[config.mk]
export PLATFORM = sky130hd
export DESIGN_NAME = hsync_receiver_module
export DESIGN_NICKNAME = d
export VERILOG_FILES = /design/src/rtl/hsync_receiver_module.sv
export SDC_FILE = /design/constraint.sdc
export NUM_CORES = 1
export LEC_CHECK = 0
export CAP_MARGIN = 20
export CORE_MARGIN = 8
export CORE_UTILIZATION = 55
export DETAILED_ROUTE_END_ITERATION = 7
export PLACE_DENSITY_LB_ADDON = 0.25
export SKIP_CTS_REPAIR_TIMING = 1
export SLEW_MARGIN = 20
export SYNTH_ARGS = -nofsm -noshare
export SYNTH_HDL_FRONTEND = slang
export SYNTH_SLANG_ARGS = --single-unit
[constraint.sdc]
create_clock -name clk -period 5.1 [get_ports clk]
set_input_delay 1.02 -clock clk [delete_from_list [all_inputs] [get_ports clk]]
set_output_delay 1.02 -clock clk [all_outputs]
set_load 0.005 [all_outputs]
[src/rtl/hsync_receiver_module.sv]
// -----------------------------------------------------------------------------
// hsync_receiver_module
//
// Purpose:
//   Receive side of the VGA horizontal timing path. Recovers line timing from
//   an incoming active-low hsync, sampled on the pixel enable. It regenerates
//   display_time and a 7-bit hpixel address (one address per PIX_DIV pixels).
//   It checks sync pulse width and line length against nominal 640x480@60
//   timing and reports lock.
//
// Ports:
//   clk           in   system clock
//   reset         in   asynchronous, active-high reset
//   pixel_clk     in   one-clk-wide pixel enable
//   hsync_in      in   incoming hsync, active low, asynchronous to clk
//   display_time  out  high while the FSM is in the active display window
//   hpixel[6:0]   out  horizontal pixel address, 0..127
//   locked        out  set after LOCK_LINES consecutive good lines
//   line_err      out  one-clk pulse on any timing violation
//   pulse_width   out  last measured sync pulse width, in pixel enables
//   err_count     out  (only with HSYNC_RX_ERR_COUNT_EN) saturating count of
//                      line_err pulses
//
// Optional feature macro: HSYNC_RX_ERR_COUNT_EN
//
// Counter convention:
//   cnt_reg is cleared on the enable that sees a falling edge and then counts
//   enables. On a later enable, cnt_reg + 1 is the number of enables since
//   that falling edge. This value is used for pulse width and line length.
//   Timeouts fire on the enable where the counter steps onto the limit.
// -----------------------------------------------------------------------------
module hsync_receiver_module #(
    parameter int H_PULSE    = 96,
    parameter int H_BACK     = 48,
    parameter int H_DISP     = 640,
    parameter int H_FRONT    = 16,
    parameter int PIX_DIV    = 5,
    parameter int TOL        = 2,
    parameter int LOCK_LINES = 4
) (
    input  logic       clk,
    input  logic       reset,
    input  logic       pixel_clk,
    input  logic       hsync_in,
    output logic       display_time,
    output logic [6:0] hpixel,
    output logic       locked,
    output logic       line_err,
    output logic [9:0] pulse_width
`ifdef HSYNC_RX_ERR_COUNT_EN
    ,
    output logic [7:0] err_count
`endif
);

    localparam int H_TOTAL = H_PULSE + H_BACK + H_DISP + H_FRONT;

    localparam logic [9:0] PW_MIN    = 10'(H_PULSE - TOL);
    localparam logic [9:0] PW_MAX    = 10'(H_PULSE + TOL);
    // Last counter value before the pulse timeout limit (H_PULSE+TOL+1).
    localparam logic [9:0] PULSE_TMO = 10'(H_PULSE + TOL);
    localparam logic [9:0] BACK_END  = 10'(H_PULSE + H_BACK - 1);
    localparam logic [9:0] DISP_END  = 10'(H_PULSE + H_BACK + H_DISP - 1);
    localparam logic [9:0] LINE_MIN  = 10'(H_TOTAL - TOL);
    localparam logic [9:0] LINE_MAX  = 10'(H_TOTAL + TOL);
    // Last counter value before the front porch timeout (H_TOTAL+TOL+1).
    localparam logic [9:0] FRONT_TMO = 10'(H_TOTAL + TOL);
    localparam logic [9:0] CNT_MAX   = 10'd1023;
    localparam logic [2:0] DIV_LAST  = 3'(PIX_DIV - 1);

    localparam int GW = $clog2(LOCK_LINES + 1);
    localparam logic [GW-1:0] GOOD_FULL = GW'(LOCK_LINES);

    typedef enum logic [2:0] {
        SEARCH = 3'd0,
        PULSE  = 3'd1,
        BACK   = 3'd2,
        DISP   = 3'd3,
        FRONT  = 3'd4
    } state_t;

    state_t state_reg, state_next;

    logic [1:0]    sync_reg;
    logic          samp_reg;
    logic [9:0]    cnt_reg;
    logic [9:0]    cnt_plus1;
    logic [9:0]    pulse_width_reg;
    logic [GW-1:0] good_reg, good_next;
    logic          locked_reg;
    logic          line_err_reg;
    logic [2:0]    div_reg;
    logic [6:0]    hpixel_reg;

    logic fall, rise;
    logic err_now;
    logic good_inc, good_clr;
    logic pw_load;
    logic in_disp_next;

    // Edges compare the current synchronized level against the level held from
    // the previous enable, so edges exist only on enable cycles.
    assign fall      = pixel_clk &  samp_reg & ~sync_reg[1];
    assign rise      = pixel_clk & ~samp_reg &  sync_reg[1];
    assign cnt_plus1 = cnt_reg + 10'd1;

    // ---------------------------------------------------------------- state reg
    always_ff @(posedge clk or posedge reset) begin
        if (reset) begin
            state_reg <= SEARCH;
        end else begin
            state_reg <= state_next;
        end
    end

    // ------------------------------------------------------------ next state
    always_comb begin
        state_next = state_reg;
        err_now    = 1'b0;
        good_inc   = 1'b0;
        good_clr   = 1'b0;
        pw_load    = 1'b0;
        if (pixel_clk) begin
            case (state_reg)
                SEARCH: begin
                    if (fall) begin
                        state_next = PULSE;
                    end
                end
                PULSE: begin
                    if (rise) begin
                        pw_load = 1'b1;
                        if ((cnt_plus1 >= PW_MIN) && (cnt_plus1 <= PW_MAX)) begin
                            state_next = BACK;
                        end else begin
                            err_now    = 1'b1;
                            good_clr   = 1'b1;
                            state_next = SEARCH;
                        end
                    end else if (cnt_reg >= PULSE_TMO) begin
                        err_now    = 1'b1;
                        good_clr   = 1'b1;
                        state_next = SEARCH;
                    end
                end
                BACK: begin
                    // A falling edge here means the line was too short. Restart
                    // the pulse measurement on this edge.
                    if (fall) begin
                        err_now    = 1'b1;
                        good_clr   = 1'b1;
                        state_next = PULSE;
                    end else if (cnt_reg == BACK_END) begin
                        state_next = DISP;
                    end
                end
                DISP: begin
                    if (fall) begin
                        err_now    = 1'b1;
                        good_clr   = 1'b1;
                        state_next = PULSE;
                    end else if (cnt_reg == DISP_END) begin
                        state_next = FRONT;
                    end
                end
                FRONT: begin
                    if (fall) begin
                        state_next = PULSE;
                        if ((cnt_plus1 >= LINE_MIN) && (cnt_plus1 <= LINE_MAX)) begin
                            good_inc = 1'b1;
                        end else begin
                            err_now  = 1'b1;
                            good_clr = 1'b1;
                        end
                    end else if (cnt_reg >= FRONT_TMO) begin
                        err_now    = 1'b1;
                        good_clr   = 1'b1;
                        state_next = SEARCH;
                    end
                end
                default: begin
                    state_next = SEARCH;
                end
            endcase
        end
    end

    // --------------------------------------------------------------- outputs
    always_comb begin
        display_time = (state_reg == DISP);
    end

    assign in_disp_next = (state_reg == DISP) && (state_next == DISP);

    always_comb begin
        good_next = good_reg;
        if (good_clr) begin
            good_next = '0;
        end else if (good_inc && (good_reg != GOOD_FULL)) begin
            good_next = good_reg + 1'b1;
        end
    end

    // -------------------------------------------------------------- datapath
    always_ff @(posedge clk or posedge reset) begin
        if (reset) begin
            sync_reg        <= 2'b11;
            samp_reg        <= 1'b1;
            cnt_reg         <= '0;
            pulse_width_reg <= '0;
            good_reg        <= '0;
            locked_reg      <= 1'b0;
            line_err_reg    <= 1'b0;
            div_reg         <= '0;
            hpixel_reg      <= '0;
        end else begin
            sync_reg     <= {sync_reg[0], hsync_in};
            line_err_reg <= err_now;
            if (pixel_clk) begin
                samp_reg <= sync_reg[1];

                if (fall) begin
                    cnt_reg <= '0;
                end else if (cnt_reg != CNT_MAX) begin
                    cnt_reg <= cnt_plus1;
                end

                if (pw_load) begin
                    pulse_width_reg <= cnt_plus1;
                end

                // Lock follows the good-line count. An error clears the count,
                // so lock drops on the same edge that raises line_err.
                good_reg   <= good_next;
                locked_reg <= (good_next == GOOD_FULL);

                // Divider and address run only while staying in DISP. Any exit
                // from DISP, including a short-line falling edge, zeroes both.
                if (in_disp_next) begin
                    if (div_reg == DIV_LAST) begin
                        div_reg    <= '0;
                        hpixel_reg <= hpixel_reg + 7'd1;
                    end else begin
                        div_reg <= div_reg + 3'd1;
                    end
                end else begin
                    div_reg    <= '0;
                    hpixel_reg <= '0;
                end
            end
        end
    end

    assign hpixel      = hpixel_reg;
    assign locked      = locked_reg;
    assign line_err    = line_err_reg;
    assign pulse_width = pulse_width_reg;

`ifdef HSYNC_RX_ERR_COUNT_EN
    logic [7:0] err_cnt_reg;

    always_ff @(posedge clk or posedge reset) begin
        if (reset) begin
            err_cnt_reg <= '0;
        end else if (err_now && (err_cnt_reg != 8'hFF)) begin
            err_cnt_reg <= err_cnt_reg + 8'd1;
        end
    end

    assign err_count = err_cnt_reg;
`endif

endmodule

==> results.py, run 1 <==
metrics = {
    "placement": {
        "hpwl_mm": 3.99,
        "placed_area_um2": 2700,
        "numPortBuffers": 23,
        "gp_congestion": 0.907,
        "dpl.cell_count": 348,
    },
    "power_and_ir_drop": {
        "power_frac_clock_pct": 25.3,
        "total_power_mw": 0.990,
        "p_leak_nw": 1.16,
        "worst_ir_drop_vdd_uv": 173,
        "powerDensity_nw_per_um2": 353,
        "netSwitchingPower_mw": 0.327,
        "internal_power_mw": 0.663,
        "combinationalPowerShare_pct": 28.2,
        "swShare_pct": 33.0,
        "seq_power_share_pct": 46.5,
    },
    "detailed_routing": {
        "viasPerCell": 6.08,
        "ant_nets": 0,
        "first_iter_violations": 153,
        "wl_met2_mm": 2.50,
        "wire_per_inst_um": 15.6,
        "wl_met1_mm": 2.62,
        "routed-wl-met3_um": 347,
        "top_layer": "met4",
        "drcViolationCount": 0,
        "finalWirelength_mm": 5.54,
        "drtPass1Iterations": 4,
        "route.vias.total": 2159,
    },
    "yosys": {
        "synth_cells": 289,
        "synth-seq-cells": 41,
        "synthDistinctLibCells": 55,
        "syn_avg_cell_area_um2": 8.56,
        "synthArstFlopShare_pct": 100,
        "ys_seq_area_share_pct": 41.6,
        "synth_ff_type": "dfrtp_1",
        "synth-edff-count": 0,
        "synth_area_leaders": "dfrtp_1 38%, o21ai_0 7.7%, nand2_1 5.9%",
        "synth_fp_nets": 301,
        "synth_area_um2": 2470,
        "netlist.area_leader.share_pct": 38.4,
        "yosysWarnings": 0,
        "yosys.area.top_type": "dfrtp_1",
    },
    "setup_path": {
        "start_kind": "input port",
        "r2r_start": "cnt_reg[0]",
        "cp-startpoint": "pixel_clk",
        "crit_path_end_kind": "flop",
        "r2r_cells": 8,
        "path_class": "in2reg",
        "endpoint": "cnt_reg[3]",
        "critPathRequiredTime_ns": 5.31,
        "rrSetupSlack_ns": 2.23,
        "reg2reg_to": "locked",
        "cp_max_fo": 13,
        "arrival_ns": 3.65,
    },
    "final_layout": {
        "final_layout_size_suffix_gt1_share_pct": 6.60,
        "fillCellCount": 383,
        "antennaDiodeCount": 0,
        "stdcell_count": 355,
        "fin_nets": 315,
        "final_cell_mix": "39 x nand2_1, 38 x o21ai_0, 38 x dfrtp_1, 23 x clkdlybuf4s50_1, 21 x nor2_1",
        "final_common_cell": "nand2_1",
        "fin_area_um2": 2800,
        "multiInputGateArea_um2": 1280,
        "ff_latch_area_um2": 1030,
        "area_delta_synth_final_pct": 13.4,
    },
    "clock_tree": {
        "cts_buffer_depth": 2,
        "numCtsBuffers": 5,
        "htree_levels": 2,
        "cts.root.buffer_cell": "clkbuf_8",
        "clkTransAtPathRegs_ns": 0.08,
        "cts_tree": "yes",
        "cts.sinks": 41,
        "clk_latency_ns": 0.29,
    },
    "timing": {
        "period_share_pct": 67.6,
        "setup_viol": 0,
        "slew_headroom_pct": 42.5,
        "hold_violations": 0,
        "layout_min_cycle_time_ns": 3.45,
        "maxSlewViolCount": 0,
        "rsz0062_at_grt": "false",
        "fin_tns_setup_ns": 0,
        "max_clock_freq_mhz": 290,
        "worst_pin_slew_ns": 0.841,
        "whs_ns": 0.361,
        "clock_skew_ns": 0.00895,
    },
    "global_routing": {
        "grtUsageTotal_pct": 16.1,
        "grt-ovfl-total": 0,
        "grt_antenna_before_repair": 0,
        "grt_max_degree": 42,
        "grt_pass1_wl_mm": 9.57,
        "grt_pass1_vias": 2059,
    },
    "die": {
        "io_pins": 24,
        "die-area_um2": 6900,
        "row_count": 24,
        "core_um2": 4350,
        "die_w_um": 83.1,
        "start_util_pct": 56.8,
        "die-height_um": 83.1,
    },
    "run": {
        "maxCapViolCount": 0,
    },
    "status": {
        "status": "finished clean",
    },
    "hold_path": {
        "hp-class": "reg2reg",
    },
}
==> through the flow <==
step	util, %	setup WS [ns]
final	64.4	1.65
after CTS	64.4	1.71
after floorplan	-	2.50
after detailed placement	62.0	1.40
after global routing	64.4	1.57
after global placement	62.0	1.51
==> critical path, stage by stage <==
cell and delay (ns):
clkdlybuf4s50_1 0.71, buf_4 0.26, inv_2 0.10, or3_1 0.48
a41o_1 0.37, nand2b_1 0.28, or3_1 0.34, o21ai_0 0.08
==> cell type report <==
| cell class | count | share of cell area [%] |
|---|---|---|
| Multi-Input combinational cell | 211 | 45.8 |
| Sequential cell | 41 | 36.7 |
| Timing Repair Buffer | 26 | 9.01 |
| Clock buffer | 5 | 2.45 |
| Inverter | 18 | 2.41 |
| Tap cell | 52 | 2.32 |
| Clock inverter | 2 | 1.25 |
==> logic make-up after synthesis <==
family / Yosys count / synth area share (%)
adders and majority gates: 8 / 4.05
buffers and inverters: 37 / 6.42
and+or+nand+nor: 112 / 22.7
xor gates and xnor gates: 9 / 3.19
AOI/OAI and AO/OA: 81 / 21.6
muxes: 1 / 0.405
DFF: 41 / 41.6
==> worst min-delay path by stage <==
stage / from / cells after the start / end
global route: sync_reg[0] / 0 / sync_reg[1]
floorplan: sync_reg[0] / 0 / sync_reg[1]
global placement: sync_reg[0] / 0 / sync_reg[1]
CTS: sync_reg[0] / 0 / sync_reg[1]
detailed placement: sync_reg[0] / 0 / sync_reg[1]
finish: sync_reg[0] / 0 / sync_reg[1]
==> cells in the mapped netlist (all sizes together) (3+ instances only) <==
cell	number
nand2	39
o21ai	39
dfrtp	38
nor2	21
inv	18
clkbuf	11
nor3	9
buf	8
ha	8
xnor2	8
nand3	7
a21oi	6
and3	6
o31ai	6
or3	6
and2	4
nand2b	4
a2111oi	3
a31oi	3
a32o	3
and4	3
dfstp	3
nor2b	3
nor4	3
==> routing by layer <==
metal  vias up  track usage (%)
li1       1052                -
met3        10             4.59
met5         -                0
met4         0             4.95
met2        64             25.5
met1      1033             20.6
==> power by group through the flow <==
stage	logic [mW]	registers [mW]	clock network, mW
after global routing	0.312	0.471	0.269
after global placement	0.272	0.461	0
after CTS	0.280	0.457	0.256
after floorplan	0.215	0.418	0
after detailed placement	0.280	0.463	0
final	0.279	0.460	0.251
Note: power is estimated with default switching activity, not from simulation.
==> run 2, diff against run 1 <==
Settings changed: CORE_UTILIZATION 55 to 51.
Clock period 5.1 ns to 3 ns, I/O delays scaled along.
==> run 2 against run 1 <==
  * Combinational power is 83% higher
  * Register-to-register slack worse by 2.0 ns
  * Sequential share of layout area down 0.31 points
  * Sequential power up 66%
  * Utilization decreased by 4.1 points
  * Critical path type is now reg2reg
  * Largest cell class unchanged
  * Largest power group unchanged
==> results.py, run 2 (synthesized netlist as in run 1, its figures left out) <==
metrics = {
    "die": {
        "io_pins": 24,
        "start_util_pct": 52.7,
        "core_um2": 4690,
        "die_w_um": 85.6,
        "row_count": 25,
        "die-area_um2": 7340,
        "die-height_um": 85.6,
    },
    "final_layout": {
        "area_delta_synth_final_pct": 14.3,
        "multiInputGateArea_um2": 1290,
        "fillCellCount": 412,
        "final_layout_size_suffix_gt1_share_pct": 8.09,
        "final_common_cell": "nand2_1",
        "fin_area_um2": 2830,
        "final_cell_mix": "39 x nand2_1, 38 x o21ai_0, 38 x dfrtp_1, 23 x clkdlybuf4s50_1, 21 x nor2_1",
        "antennaDiodeCount": 0,
        "ff_latch_area_um2": 1030,
        "fin_nets": 320,
    },
    "global_routing": {
        "grt_antenna_before_repair": 0,
        "grt_max_degree": 42,
        "grt_pass1_wl_mm": 9.42,
        "grt_pass1_vias": 2005,
        "grtUsageTotal_pct": 15.7,
        "grt-ovfl-total": 0,
    },
    "detailed_routing": {
        "ant_nets": 0,
        "viasPerCell": 5.91,
        "wire_per_inst_um": 15.0,
        "route.vias.total": 2147,
        "drcViolationCount": 0,
        "first_iter_violations": 142,
        "finalWirelength_mm": 5.45,
        "drtPass1Iterations": 4,
    },
    "placement": {
        "hpwl_mm": 3.88,
        "pre_cts_slack_ns": 0.131,
        "placed_area_um2": 2740,
        "numPortBuffers": 23,
        "gp_congestion": 0.841,
    },
    "setup_path": {
        "cp_max_fo": 9,
        "critical_path_depth": 9,
        "path_cells": "ha_1, nand2b_1, a2111oi_2, a2111oi_0, buf_4, a2111o_1, and3_4, o21ai_2, o32ai_2",
        "start_kind": "flop",
        "crit_buf_inv": 1,
        "cp-startpoint": "cnt_reg[0]",
        "arrival_ns": 2.91,
        "critPathMaxStageDelay_ns": 0.48,
        "critPathRequiredTime_ns": 3.17,
        "crit_path_end_kind": "flop",
        "reg2reg_to": "locked",
        "path_delay_family": "compound AO/OA/AOI/OAI gates",
        "path_class": "reg2reg",
        "critical-path-slowest-cell": "dfrtp_1",
        "r2r_cells": 9,
        "rrSetupSlack_ns": 0.26,
        "endpoint": "locked",
        "r2r_start": "cnt_reg[0]",
    },
    "power_and_ir_drop": {
        "p_leak_nw": 1.17,
        "powerDensity_nw_per_um2": 575,
        "worst_ir_drop_vdd_uv": 266,
    },
    "timing": {
        "hold_violations": 0,
        "fin_tns_setup_ns": 0,
        "layout_min_cycle_time_ns": 2.74,
        "max_clock_freq_mhz": 365,
        "clock_skew_ns": 0.00593,
        "rsz0062_at_grt": "false",
        "period_share_pct": 91.3,
        "worst_pin_slew_ns": 0.609,
        "setup_viol": 0,
        "maxSlewViolCount": 0,
        "timing.final.ws_setup_ns": 0.260,
        "whs_ns": 0.357,
        "slew_headroom_pct": 58.3,
    },
    "clock_tree": {
        "numCtsBuffers": 5,
        "cts.sinks": 41,
        "clkTransAtPathRegs_ns": 0.08,
        "cts.root.buffer_cell": "clkbuf_8",
        "htree_levels": 2,
        "cts_buffer_depth": 2,
        "clk_latency_ns": 0.29,
        "cts_tree": "yes",
    },
    "hold_path": {
        "hp-class": "reg2reg",
        "min_path_cells": 0,
    },
    "status": {
        "status": "finished clean",
    },
    "run": {
        "maxCapViolCount": 0,
    },
}
-- run 2: cell count changes in the layout (fill, tap and decap cells not counted), sizes merged --
cell	delta
clkbuf	+2
bufinv	-1
buf	+5
-- run 2: worst min-delay path by stage --
stage,start,end
6_report,sync_reg[0],sync_reg[1]
4_1_cts,sync_reg[0],sync_reg[1]
3_3_place_gp,sync_reg[0],sync_reg[1]
5_1_grt,sync_reg[0],sync_reg[1]
3_5_place_dp,sync_reg[0],sync_reg[1]
2_1_floorplan,sync_reg[0],sync_reg[1]
-- run 2: power breakdown --
part / switching (mW) / internal [mW]
Clock: 0.191 / 0.164
Combinational: 0.251 / 0.258
Sequential: 0.119 / 0.644
Total: 0.561 / 1.07
-- run 2: stage by stage --
step                util (%)  cells  power [mW]
floorplan                  -    289        1.08
global placement        58.4    355        1.26
detailed placement      58.4    355        1.27
CTS                     60.1    363        1.63
global route            60.3    363        1.73
finish                  60.3    363        1.63
-- run 2: worst reg2reg max path, cell delays in order, from the launching register on --
cell and delay (ns):
dfrtp_1 0.48, ha_1 0.34, nand2b_1 0.22, a2111oi_2 0.38, a2111oi_0 0.13, buf_4 0.18, a2111o_1 0.46, and3_4 0.21
o21ai_2 0.13, o32ai_2 0.08
-- run 2: cell type report --
class	instances	share of cell area, %
timing repair buffer	31	10.3
tap	54	2.39
clock buffer	7	2.70
clock inverter	1	0.177
inverter	18	2.39
sequential	41	36.4
multi-input combinational	211	45.7
-- run 2: per-layer routing --
layer / wire length, um / global-route usage [%] / vias up
li1: - / - / 1070
met1: 2530 / 20.6 / 1006
met2: 2450 / 24.4 / 64
met3: 388 / 4.39 / 7
met4: 78 / 5.10 / 0
met5: 0 / 0 / -
